==> config.mk <==
export PLATFORM = sky130hd
export DESIGN_NAME = swerv_el2_trace_encoder
export DESIGN_NICKNAME = d
export VERILOG_FILES = /design/src/rtl/swerv_el2_trace_pkg.sv /design/src/rtl/swerv_el2_trace_fifo.sv /design/src/rtl/swerv_el2_trace_encoder.sv
export SDC_FILE = /design/constraint.sdc
export NUM_CORES = 1
export LEC_CHECK = 0
export CAP_MARGIN = 20
export CORE_MARGIN = 2
export CORE_UTILIZATION = 60
export DETAILED_ROUTE_END_ITERATION = 6
export PLACE_DENSITY = 0.85
export SETUP_SLACK_MARGIN = 0.3
export SYNTH_ARGS = -nofsm -noshare
export SYNTH_HDL_FRONTEND = slang
export SYNTH_SLANG_ARGS = --single-unit
==> constraint.sdc <==
create_clock -name clk -period 36.7 [get_ports clk]
set_input_delay 7.34 -clock clk [delete_from_list [all_inputs] [get_ports clk]]
set_output_delay 7.34 -clock clk [all_outputs]
set_load 0.02 [all_outputs]
==> src/rtl/swerv_el2_trace_pkg.sv <==
`default_nettype none
// ============================================================================
// Module      : swerv_el2_trace_pkg
// Description : Shared definitions for the EL2 pipeline trace encoder.
//               Holds the event mask bit positions, the trace header field
//               positions, the snapshot record layout, the serializer state
//               encoding and the end-of-test marker instruction.
// Revision    : 1.0 - initial release
// ============================================================================
package swerv_el2_trace_pkg;

  // Event mask bit positions
  localparam int MASK_WB  = 0;
  localparam int MASK_LWB = 1;
  localparam int MASK_EX  = 2;
  localparam int MASK_DE  = 3;
  localparam int MASK_IF  = 4;

  // Header word field positions
  localparam int HDR_TS_LSB   = 16;
  localparam int HDR_OVF_BIT  = 15;
  localparam int HDR_LOAD_BIT = 5;

  // Decode of this instruction arms the end-of-test detector
  localparam logic [31:0] FINISH_MARKER = 32'h00002013;

  // Serializer states; numeric order matches the payload emission order
  localparam logic [2:0] ST_IDLE  = 3'd0;
  localparam logic [2:0] ST_HDR   = 3'd1;
  localparam logic [2:0] ST_WB    = 3'd2;
  localparam logic [2:0] ST_EX    = 3'd3;
  localparam logic [2:0] ST_DEPC  = 3'd4;
  localparam logic [2:0] ST_DEINS = 3'd5;
  localparam logic [2:0] ST_IF    = 3'd6;

  typedef enum logic [2:0] {
    S_IDLE  = ST_IDLE,
    S_HDR   = ST_HDR,
    S_WB    = ST_WB,
    S_EX    = ST_EX,
    S_DEPC  = ST_DEPC,
    S_DEINS = ST_DEINS,
    S_IF    = ST_IF
  } trace_state_e;

  typedef struct packed {
    logic [15:0] ts;
    logic        ovf;
    logic        is_load;
    logic [4:0]  mask;
    logic [31:0] wb_pc;
    logic [31:0] ex_pc;
    logic [31:0] de_pc;
    logic [31:0] de_insn;
    logic [31:0] if_pc;
  } trace_snap_t;

  // Word that follows 'cur' within a record; ST_IDLE means 'cur' is the last.
  function automatic logic [2:0] trace_next_state(input logic [2:0] cur,
                                                  input logic [4:0] mask);
    logic [2:0] nxt;
    nxt = ST_IDLE;
    if (cur == ST_DEPC)
      nxt = ST_DEINS;
    else if (cur == ST_HDR && mask[MASK_WB])
      nxt = ST_WB;
    else if (cur >= ST_HDR && cur <= ST_WB && mask[MASK_EX])
      nxt = ST_EX;
    else if (cur >= ST_HDR && cur <= ST_EX && mask[MASK_DE])
      nxt = ST_DEPC;
    else if (cur >= ST_HDR && cur <= ST_DEINS && mask[MASK_IF])
      nxt = ST_IF;
    return nxt;
  endfunction

  function automatic logic [31:0] trace_header(input trace_snap_t s);
    logic [31:0] w;
    w                   = '0;
    w[HDR_TS_LSB +: 16] = s.ts;
    w[HDR_OVF_BIT]      = s.ovf;
    w[HDR_LOAD_BIT]     = s.is_load;
    w[4:0]              = s.mask;
    return w;
  endfunction

endpackage
`default_nettype wire

==> src/rtl/swerv_el2_trace_fifo.sv <==
`default_nettype none
// ============================================================================
// Module      : swerv_el2_trace_fifo
// Description : Synchronous single-clock FIFO, one push and one pop per cycle.
//               Head entry is presented combinationally on pop_data.
// Ports       : clk, rst            - clock, synchronous active-high reset
//               push, push_data     - write request (ignored when full)
//               pop, pop_data       - read request (ignored when empty), head
//               full, empty         - occupancy flags
// Revision    : 1.0 - initial release
// ============================================================================
module swerv_el2_trace_fifo #(
  parameter int WIDTH = 32,
  parameter int DEPTH = 8
) (
  input  logic             clk,
  input  logic             rst,
  input  logic             push,
  input  logic [WIDTH-1:0] push_data,
  input  logic             pop,
  output logic [WIDTH-1:0] pop_data,
  output logic             full,
  output logic             empty
);

  localparam int AW = $clog2(DEPTH);

  logic [WIDTH-1:0] mem [DEPTH];
  // One extra pointer bit distinguishes full from empty
  logic [AW:0]      wr_ptr;
  logic [AW:0]      rd_ptr;

  assign empty    = (wr_ptr == rd_ptr);
  assign full     = (wr_ptr[AW-1:0] == rd_ptr[AW-1:0]) && (wr_ptr[AW] != rd_ptr[AW]);
  assign pop_data = mem[rd_ptr[AW-1:0]];

  always_ff @(posedge clk) begin
    if (push && !full)
      mem[wr_ptr[AW-1:0]] <= push_data;
  end

  always_ff @(posedge clk) begin
    if (rst) begin
      wr_ptr <= '0;
      rd_ptr <= '0;
    end else begin
      if (push && !full)
        wr_ptr <= wr_ptr + 1'b1;
      if (pop && !empty)
        rd_ptr <= rd_ptr + 1'b1;
    end
  end

endmodule
`default_nettype wire

==> src/rtl/swerv_el2_trace_encoder.sv <==
`default_nettype none
// ============================================================================
// Module      : swerv_el2_trace_encoder
// Description : Captures per-cycle pipeline snapshots (IF/DE/EX/WB/LWB events)
//               into a FIFO and serializes each one as a header word followed
//               by the payload words of its active events, over a
//               valid/ready stream. Stops capturing after the end-of-test
//               marker retires.
// Ports       : clk, rst                        - clock, sync active-high reset
//               if_req, if_pc                   - fetch request / PC
//               de_valid, de_pc, de_insn        - decode stage
//               ex_valid, ex_pc,
//               lsu_nonblock_load_valid         - execute stage
//               wb_valid, wb_pc, load_wb_valid  - writeback stage
//               out_valid/ready/data/last       - trace word stream
//               drop_count                      - snapshots lost to overflow
//               finish                          - end-of-test seen (sticky)
//               idle                            - nothing queued or in flight
// Revision    : 1.0 - initial release
// ============================================================================
module swerv_el2_trace_encoder
  import swerv_el2_trace_pkg::*;
#(
  parameter int FIFO_DEPTH = 8
) (
  input  logic        clk,
  input  logic        rst,
  input  logic        if_req,
  input  logic [31:0] if_pc,
  input  logic        de_valid,
  input  logic [31:0] de_pc,
  input  logic [31:0] de_insn,
  input  logic        ex_valid,
  input  logic [31:0] ex_pc,
  input  logic        lsu_nonblock_load_valid,
  input  logic [1:0]  wb_valid,
  input  logic [31:0] wb_pc,
  input  logic        load_wb_valid,
  output logic        out_valid,
  input  logic        out_ready,
  output logic [31:0] out_data,
  output logic        out_last,
  output logic [15:0] drop_count,
  output logic        finish,
  output logic        idle
);

  logic        if_req_q;
  logic [31:0] if_pc_q;
  logic [15:0] cycle_cnt;
  logic        ovf_pending;
  logic        armed;
  logic [2:0]  state;
  logic [2:0]  cur_state;
  logic [2:0]  nxt_state;
  logic [4:0]  ev_mask;
  logic        push_req;
  logic        fifo_full;
  logic        fifo_empty;
  logic        xfer;
  logic        pop;
  logic        marker_seen;
  logic        armed_now;
  trace_snap_t push_snap;
  trace_snap_t head;

  // A fetch counts as an event only when it is new: a fresh request or a PC change
  always_comb begin
    ev_mask           = '0;
    ev_mask[MASK_WB]  = |wb_valid;
    ev_mask[MASK_LWB] = load_wb_valid;
    ev_mask[MASK_EX]  = ex_valid;
    ev_mask[MASK_DE]  = de_valid;
    ev_mask[MASK_IF]  = if_req && (!if_req_q || (if_pc != if_pc_q));
  end

  assign push_req = (ev_mask != 5'd0) && !finish;

  always_comb begin
    push_snap.ts      = cycle_cnt;
    push_snap.ovf     = ovf_pending;
    push_snap.is_load = ex_valid && lsu_nonblock_load_valid;
    push_snap.mask    = ev_mask;
    push_snap.wb_pc   = wb_pc;
    push_snap.ex_pc   = ex_pc;
    push_snap.de_pc   = de_pc;
    push_snap.de_insn = de_insn;
    push_snap.if_pc   = if_pc;
  end

  swerv_el2_trace_fifo #(
    .WIDTH ($bits(trace_snap_t)),
    .DEPTH (FIFO_DEPTH)
  ) u_fifo (
    .clk       (clk),
    .rst       (rst),
    .push      (push_req),
    .push_data (push_snap),
    .pop       (pop),
    .pop_data  (head),
    .full      (fifo_full),
    .empty     (fifo_empty)
  );

  // 'state' only remembers progress inside a record; an idle serializer with a
  // queued entry is already presenting that entry's header, so records run
  // back-to-back without a bubble.
  assign cur_state = (state == ST_IDLE && !fifo_empty) ? ST_HDR : state;
  assign nxt_state = trace_next_state(cur_state, head.mask);
  assign out_valid = (cur_state != ST_IDLE);
  assign out_last  = out_valid && (nxt_state == ST_IDLE);
  assign xfer      = out_valid && out_ready;
  assign pop       = xfer && out_last;
  assign idle      = fifo_empty && (state == ST_IDLE);

  always_comb begin
    out_data = '0;
    case (cur_state)
      ST_HDR:   out_data = trace_header(head);
      ST_WB:    out_data = head.wb_pc;
      ST_EX:    out_data = head.ex_pc;
      ST_DEPC:  out_data = head.de_pc;
      ST_DEINS: out_data = head.de_insn;
      ST_IF:    out_data = head.if_pc;
      default:  out_data = '0;
    endcase
  end

  // The marker arms in the same cycle it decodes, so a same-cycle writeback
  // already finishes; the finishing cycle's snapshot is still captured.
  assign marker_seen = de_valid && (de_insn == FINISH_MARKER);
  assign armed_now   = armed || marker_seen;

  always_ff @(posedge clk) begin
    if (rst) begin
      if_req_q    <= 1'b0;
      if_pc_q     <= '0;
      cycle_cnt   <= '0;
      ovf_pending <= 1'b0;
      armed       <= 1'b0;
      finish      <= 1'b0;
      drop_count  <= '0;
      state       <= ST_IDLE;
    end else begin
      if_req_q  <= if_req;
      if_pc_q   <= if_pc;
      cycle_cnt <= cycle_cnt + 16'd1;
      if (marker_seen)
        armed <= 1'b1;
      if (armed_now && (|wb_valid))
        finish <= 1'b1;
      if (push_req) begin
        if (fifo_full) begin
          ovf_pending <= 1'b1;
          if (drop_count != 16'hFFFF)
            drop_count <= drop_count + 16'd1;
        end else begin
          ovf_pending <= 1'b0;
        end
      end
      if (xfer)
        state <= nxt_state;
    end
  end

endmodule
`default_nettype wire

Word level (Yosys, flattened, before mapping)
Memory sizes are Yosys's and may differ from the RTL's. A register that Yosys moved wholly into a read port is not among the register bits.
Index checks and enable logic that the tools add are counted.
- $add $sub $neg: 4
- $lt $le $gt $ge: 4
- equal/unequal tests: 12
- muxes and demuxes: 12
- reductions and logical operators: 32
- operator list (kind ; number):
    32-bit one-hot mux with 6 select lines ; 1
    16-bit by 1-bit adder with 16-bit output, second input constant ; 2
    32-bit by 14-bit == test with 1-bit output, second input constant ; 1
    32-bit inequality test ; 1
    3-bit 2-to-1 mux ; 8
    1-bit logical AND ; 20
    16-bit inequality test, second input constant ; 1
    3-bit == test, second input constant ; 3
    4-bit by 1-bit adder with 4-bit output, second input constant ; 2
    3-bit by 2-bit == test with 1-bit output, second input constant ; 2
    3-bit by 2-bit less-or-equal comparator with 1-bit output, second input constant ; 2
    3-bit logical NOT ; 2
    5-bit nonzero test ; 1
    4-bit == test ; 1
    1-bit logical NOT ; 4
    3-bit by 1-bit == test with 1-bit output, second input constant ; 1
    3-bit == test ; 1
    3-bit by 1-bit >= comparator with 1-bit output, second input constant ; 1
    3-bit less-or-equal comparator, second input constant ; 1
    1-bit 2-to-1 mux ; 3
    3-bit AND reduction ; 1
    3-bit nonzero test ; 1
    1-bit logical OR ; 2
    2-bit OR reduction ; 1
    1-bit inequality test ; 1
- flip-flop bits (word level): 79
- bits in writable memories: 1464
- input bits: 170
- logic and storage cells: 75
- memories kept: 1
- memories (name ; words ; bits a word ; rd ports ; clocked after Yosys merged registers in ; wr ports ; RTL line ; text):
    u_fifo.mem ; 8 ; 183 ; 1 ; 1 ; 1 ; swerv_el2_trace_fifo.sv:28 ; logic [WIDTH-1:0] mem [DEPTH];

Longest topological paths before layout
- word-level depth: 18
- gate-level depth with buffers: 9
- gate-level depth less buffers: 7

Hierarchy
Synthesis repeated with hierarchy kept, for this count alone.
- cell total of the unflattened synthesis: 2767
- area, all modules: 60676.9 um^2
- modules (own cells, without submodules) (module ; instances ; cells an instance ; area an instance (um^2)):
    swerv_el2_trace_fifo ; 1 ; 2199 ; 55949.9
    swerv_el2_trace_encoder ; 1 ; 568 ; 4727.0

Worst setup path before layout
Ideal clock, no wire load.
- kind: in2reg
- from: input wb_valid[1]
- to: memory u_fifo.mem[5][0] (netlist name), enable pin
- arrival: 26.770 ns
- required time: 35.463 ns
- setup slack: 8.693 ns
- cell stages on the path: 5
- buffers on the path: 1
- cell sequence: or2_1 or4_1 buf_1 o21ai_4 nor4b_1
- longest elaborated chain between the ends: 6
- ends and longest elaborated chain (element ; RTL line ; text):
    start, declared ; swerv_el2_trace_encoder.sv:36 ; input logic [1:0] wb_valid,
    2-bit OR reduction ; swerv_el2_trace_encoder.sv:70 ; ev_mask[MASK_WB] = |wb_valid;
    5-bit nonzero test ; swerv_el2_trace_encoder.sv:77 ; assign push_req = (ev_mask != 5'd0) && !finish;
    1-bit logical AND ; swerv_el2_trace_encoder.sv:77 ;
    1-bit logical AND ; swerv_el2_trace_fifo.sv:38 ; if (push && !full)
    1-bit 2-to-1 mux ; swerv_el2_trace_fifo.sv:38 ;
    1-bit 2-to-1 mux (implied by the code) ; swerv_el2_trace_fifo.sv:39 ; mem[wr_ptr[AW-1:0]] <= push_data;
    end, declared ; swerv_el2_trace_fifo.sv:28 ;
Every way passes these cells.

==> results summary <==
The fraction of registers with async set or reset after synthesis is 0. The number of enable flip-flop cells after synthesis is 1464. Headroom to the max-slew limit came out at 0.159. The startpoint of the most critical hold path is drop_count[14]. The vertical extent of the die came out at between 300 and 400 um. The clock-pin transition on the worst setup and hold timing paths is about 0.070 ns. The post-CTS setup-driven buffer insertion count is 0. Across the VDD grid, the largest voltage drop is 43.7 uV. The utilization after layout came out at 0.693. The die covers 102000 um2.

Setup repair after global routing left no endpoint under its margin. The worst hold path endpoint is drop_count[14]. The net switching component of the power is ~0.00091 W. The number of gates resized after cts is 0. The net switching share of the total power came out at 0.231.

The mean post-synth cell area came out at approximately 21 um2. The initial detailed-routing violation count is 4759. The worst path needs 14.11 ns of the cycle, external delays included.

Detailed placement finished with a half-perimeter wire length of 79400 um. The total via count after detailed routing is approximately 32000. The number of placed cells counting well taps is around 4200.

The worst hold-check path type is flop to flop. The critical path endpoint category is an output pin. For this run, the register share of the synthesized area comes to 0.765.

The initial antenna violation count came out at 40. The final-report setup violation count came out at 0. The synthesized instance count is 2825. The internal power is approximately 0.0030 W. The latest clock arrival within the worst-skew pair is 0.77 ns. The synthesized netlist net count came out at 2999. After global routing the overflow that remains totals 0. The met3 routed wirelength is 18000 um.

The length of the first detailed-routing pass in iterations came out at 6. The number of input and output port buffers inserted is approximately 220. For this configuration, the core starts out at a cell density of 0.605.

Counting instances, the worst hold path has a depth of 2. In the final routing, the length of wire on met1 measures 52500 um. The Yosys step of the flow raised 0 warnings. STA puts the critical path data arrival time at about 6.8 ns.

The via count of the first global-routing pass is 31400. The cell area after synthesis is slightly below 60000 um2. The number of library cell types mapped by synthesis is 64. Summed over all cells, the static leakage comes to roughly 21 nW. The number of vias per cell after detailed routing is between 6 and 7.

The largest net degree at the start of global routing came out at ~140. The worst register-to-register path begins at if_pc_q[12]. The routed wire length per instance is 34.2 um. The number of pins with negative max-slew slack in the final report is 0. The max-capacitance violation count is 0.

The tree is rooted in a clkbuf_16. The total of flip-flops plus latches after synthesis came out at 1546. The fraction of power consumed by sequential logic is 0.520. The number of standard cells in the layout, taps in and fillers out is between 4000 and 5000. The critical-path maximum fanout came out at 75. In this run the top signal layer used is met5. The first global-routing pass estimated roughly 220000 um of wire. The startpoint kind of the worst setup timing path is a flop.

The I/O pin count is 222. TritonCTS built the clock tree. The worst register-to-register path has a depth of 10.

The kind of critical path is flop to output pin. The clock network power share is 0.391. The total negative slack for setup checks is 0 ns. The total global routing track utilization is 0.299. The flow ran to the end, and the final reports show no timing, DRC or antenna violations.

The period utilization came out at 0.384. In this run the standard cell core region covers roughly 98000 um2. The detailed-route DRC error count came out at 0. The final RePlAce weighted congestion is a little over 0.8. The total clock buffers created by CTS came out at approximately 150. The clock passes through at most 3 buffers.

The data required time of the worst path came out at approximately 29 ns. Among all flip-flop cells after synthesis, the most frequent one is edfxtp_1. The share of cells above drive strength 1 came out at 0.204. The endpoint identified for the worst register-to-register timing path is u_fifo.mem[3][38]. The total wire length after detailed routing came out at between 150000 and 200000 um. The clock sink count came out at about 1500. The post-route clock skew came out at just under 0.04 ns. Of the total power, combinational logic draws 0.089.

Power spread over the standard cell area amounts to 58.1 nW/um2. The width of the chip came out at ~320 um. The count of nets left with antenna violations once routing finished came out at 0. For the pin with the worst max-slew slack, the measured transition is roughly 1.3 ns.

The growth of design area from synthesis to finish came out at 14.5%. The number of nets in the finished design is between 3000 and 4000. After floorplanning, the core was divided into 115 placement rows. The post-cts hold buffer count is 0.

The number of H-tree levels is 4. In this run the register-to-register setup slack is about 31 ns. The upper clock frequency limit is roughly 71 MHz. The met2 wire length is 76100 um.

The hold violation total from the final report came to 0.
==> flip-flops by register name, indices dropped and copies added (netlist names), named ones only <==
register	flops
finish	1
ovf_pending	1
cycle_cnt	16
u_fifo.rd_ptr	4
armed	1
u_fifo.wr_ptr	4
u_fifo.mem	1464
if_pc_q	32
state	3
drop_count	16
if_req_q	1
==> metal layers <==
layer	GRT usage	up-vias
met2	0.477	2627
met3	0.0763	498
li1	-	12300
met4	0.143	34
met1	0.390	16100
met5	0	-
==> synth_stat cells, types with 2 or more instances <==
| master | number | area (um2) |
|---|---|---|
| a21boi_0 | 22 | 165 |
| a21oi_1 | 43 | 215 |
| a22oi_1 | 16 | 120 |
| and2_1 | 2 | 12.5 |
| and3_1 | 6 | 37.5 |
| buf_1 | 21 | 78.8 |
| buf_2 | 49 | 245 |
| buf_4 | 10 | 75.1 |
| buf_6 | 2 | 22.5 |
| clkbuf_1 | 65 | 244 |
| dfxtp_1 | 82 | 1640 |
| edfxtp_1 | 1464 | 44000 |
| ha_1 | 4 | 50.1 |
| inv_1 | 11 | 41.3 |
| mux2_2 | 45 | 507 |
| mux2i_1 | 207 | 2070 |
| mux4_2 | 321 | 7230 |
| nand2_1 | 24 | 90.1 |
| nand2b_1 | 3 | 18.8 |
| nand3_1 | 40 | 200 |
| nand4_1 | 8 | 50.1 |
| nor2_1 | 72 | 270 |
| nor2b_1 | 36 | 225 |
| nor3_1 | 9 | 45.0 |
| nor4_1 | 16 | 100 |
| nor4b_1 | 4 | 35.0 |
| o211a_1 | 2 | 20.0 |
| o211ai_1 | 27 | 203 |
| o21a_1 | 6 | 45.0 |
| o21ai_0 | 33 | 165 |
| o21ai_1 | 3 | 15.0 |
| o21ai_2 | 2 | 17.5 |
| o22ai_1 | 63 | 394 |
| o31ai_1 | 3 | 22.5 |
| or2_2 | 4 | 25.0 |
| or3_1 | 20 | 125 |
| xnor2_1 | 8 | 70.1 |
| xor2_1 | 46 | 403 |
==> layout by cell type, fill, tap and decap left out, types with 9 or more instances in the layout <==
master           synthesis  final
clkbuf_16                0    152
a21boi_0                22     22
nand3_1                 40     39
clkinv_1                 0     25
a22oi_1                 16     16
mux2i_1                207    207
xor2_1                  46     46
o211ai_1                27     27
diode_2                  0     23
buf_4                   10     37
nor2b_1                 36     36
clkbuf_8                 0     10
a21oi_1                 43     43
o22ai_1                 63     63
nor4_1                  16     12
or3_1                   20     20
bufinv_16                0     15
mux2_2                  45     45
mux4_2                 321    321
nor3_1                   9      9
clkdlybuf4s50_1          0    220
inv_1                   11     11
nand2_1                 24     24
edfxtp_1              1464   1464
clkinv_2                 0     18
clkbuf_1                65     34
o21ai_0                 33     33
nor2_1                  72     70
dfxtp_1                 82     79
==> power groups by stage <==
stage          Clock, W  Sequential, W  Combinational (W)
2_1_floorplan         0        0.00212           0.000185
3_3_place_gp          0        0.00208           0.000328
3_5_place_dp          0        0.00209           0.000337
4_1_cts         0.00155        0.00206           0.000346
5_1_grt         0.00162        0.00207           0.000364
6_report        0.00155        0.00206           0.000352
==> how the worst max path moves through the flow <==
stage	startpoint	end
2_1_floorplan	wb_valid[1]	u_fifo.mem[5][0]
3_3_place_gp	if_pc[6]	u_fifo.mem[3][109]
3_5_place_dp	if_pc[6]	u_fifo.mem[3][103]
4_1_cts	flop	out_data[28]
5_1_grt	flop	out_data[2]
6_report	flop	out_data[30]
==> critical path, stage by stage (launching register included) <==
cell	delay (ns)
dfxtp_4	0.95
buf_4	0.80
buf_4	0.97
buf_4	0.60
buf_16	0.36
mux4_2	0.30
mux2i_1	0.11
o22ai_1	0.56
nor2_1	0.17
o211ai_1	0.33
clkdlybuf4s50_1	0.73
==> final cells by class <==
class                   instances  area [um2]
flip-flops and latches       1546       45600
fillers                      5464       30200
multi-input cells            1120       13300
clock buffers                 196        4070
repair buffers                267        2670
well taps                    1287        1610
clock inverters                77         837
diodes                         23        57.6
inverters                      12        45.0
==> cells by family after synthesis <==
group | after synthesis | synth area share
AO/OA/AOI/OAI | 234 | 0.0260
AND/OR/NAND/NOR | 251 | 0.0220
multiplexers | 577 | 0.166
buffers and inverters | 159 | 0.0119
adder cells (fa/ha/maj) | 4 | 0.000840
XOR/XNOR | 54 | 0.00794
flip-flops | 1546 | 0.765
==> per-stage QoR <==
stage	instance area, um2	hold WS, ns	total power (W)	setup slack (ns)
3_5_place_dp	63200	0.504	0.00243	23.22
5_1_grt	68200	0.532	0.00405	22.52
4_1_cts	68100	0.513	0.00396	22.54
2_1_floorplan	59600	0.453	0.00230	8.69
6_report	68200	0.514	0.00396	22.59
3_3_place_gp	63200	0.487	0.00241	23.27
No activity file was read; power rests on OpenSTA's default activity.
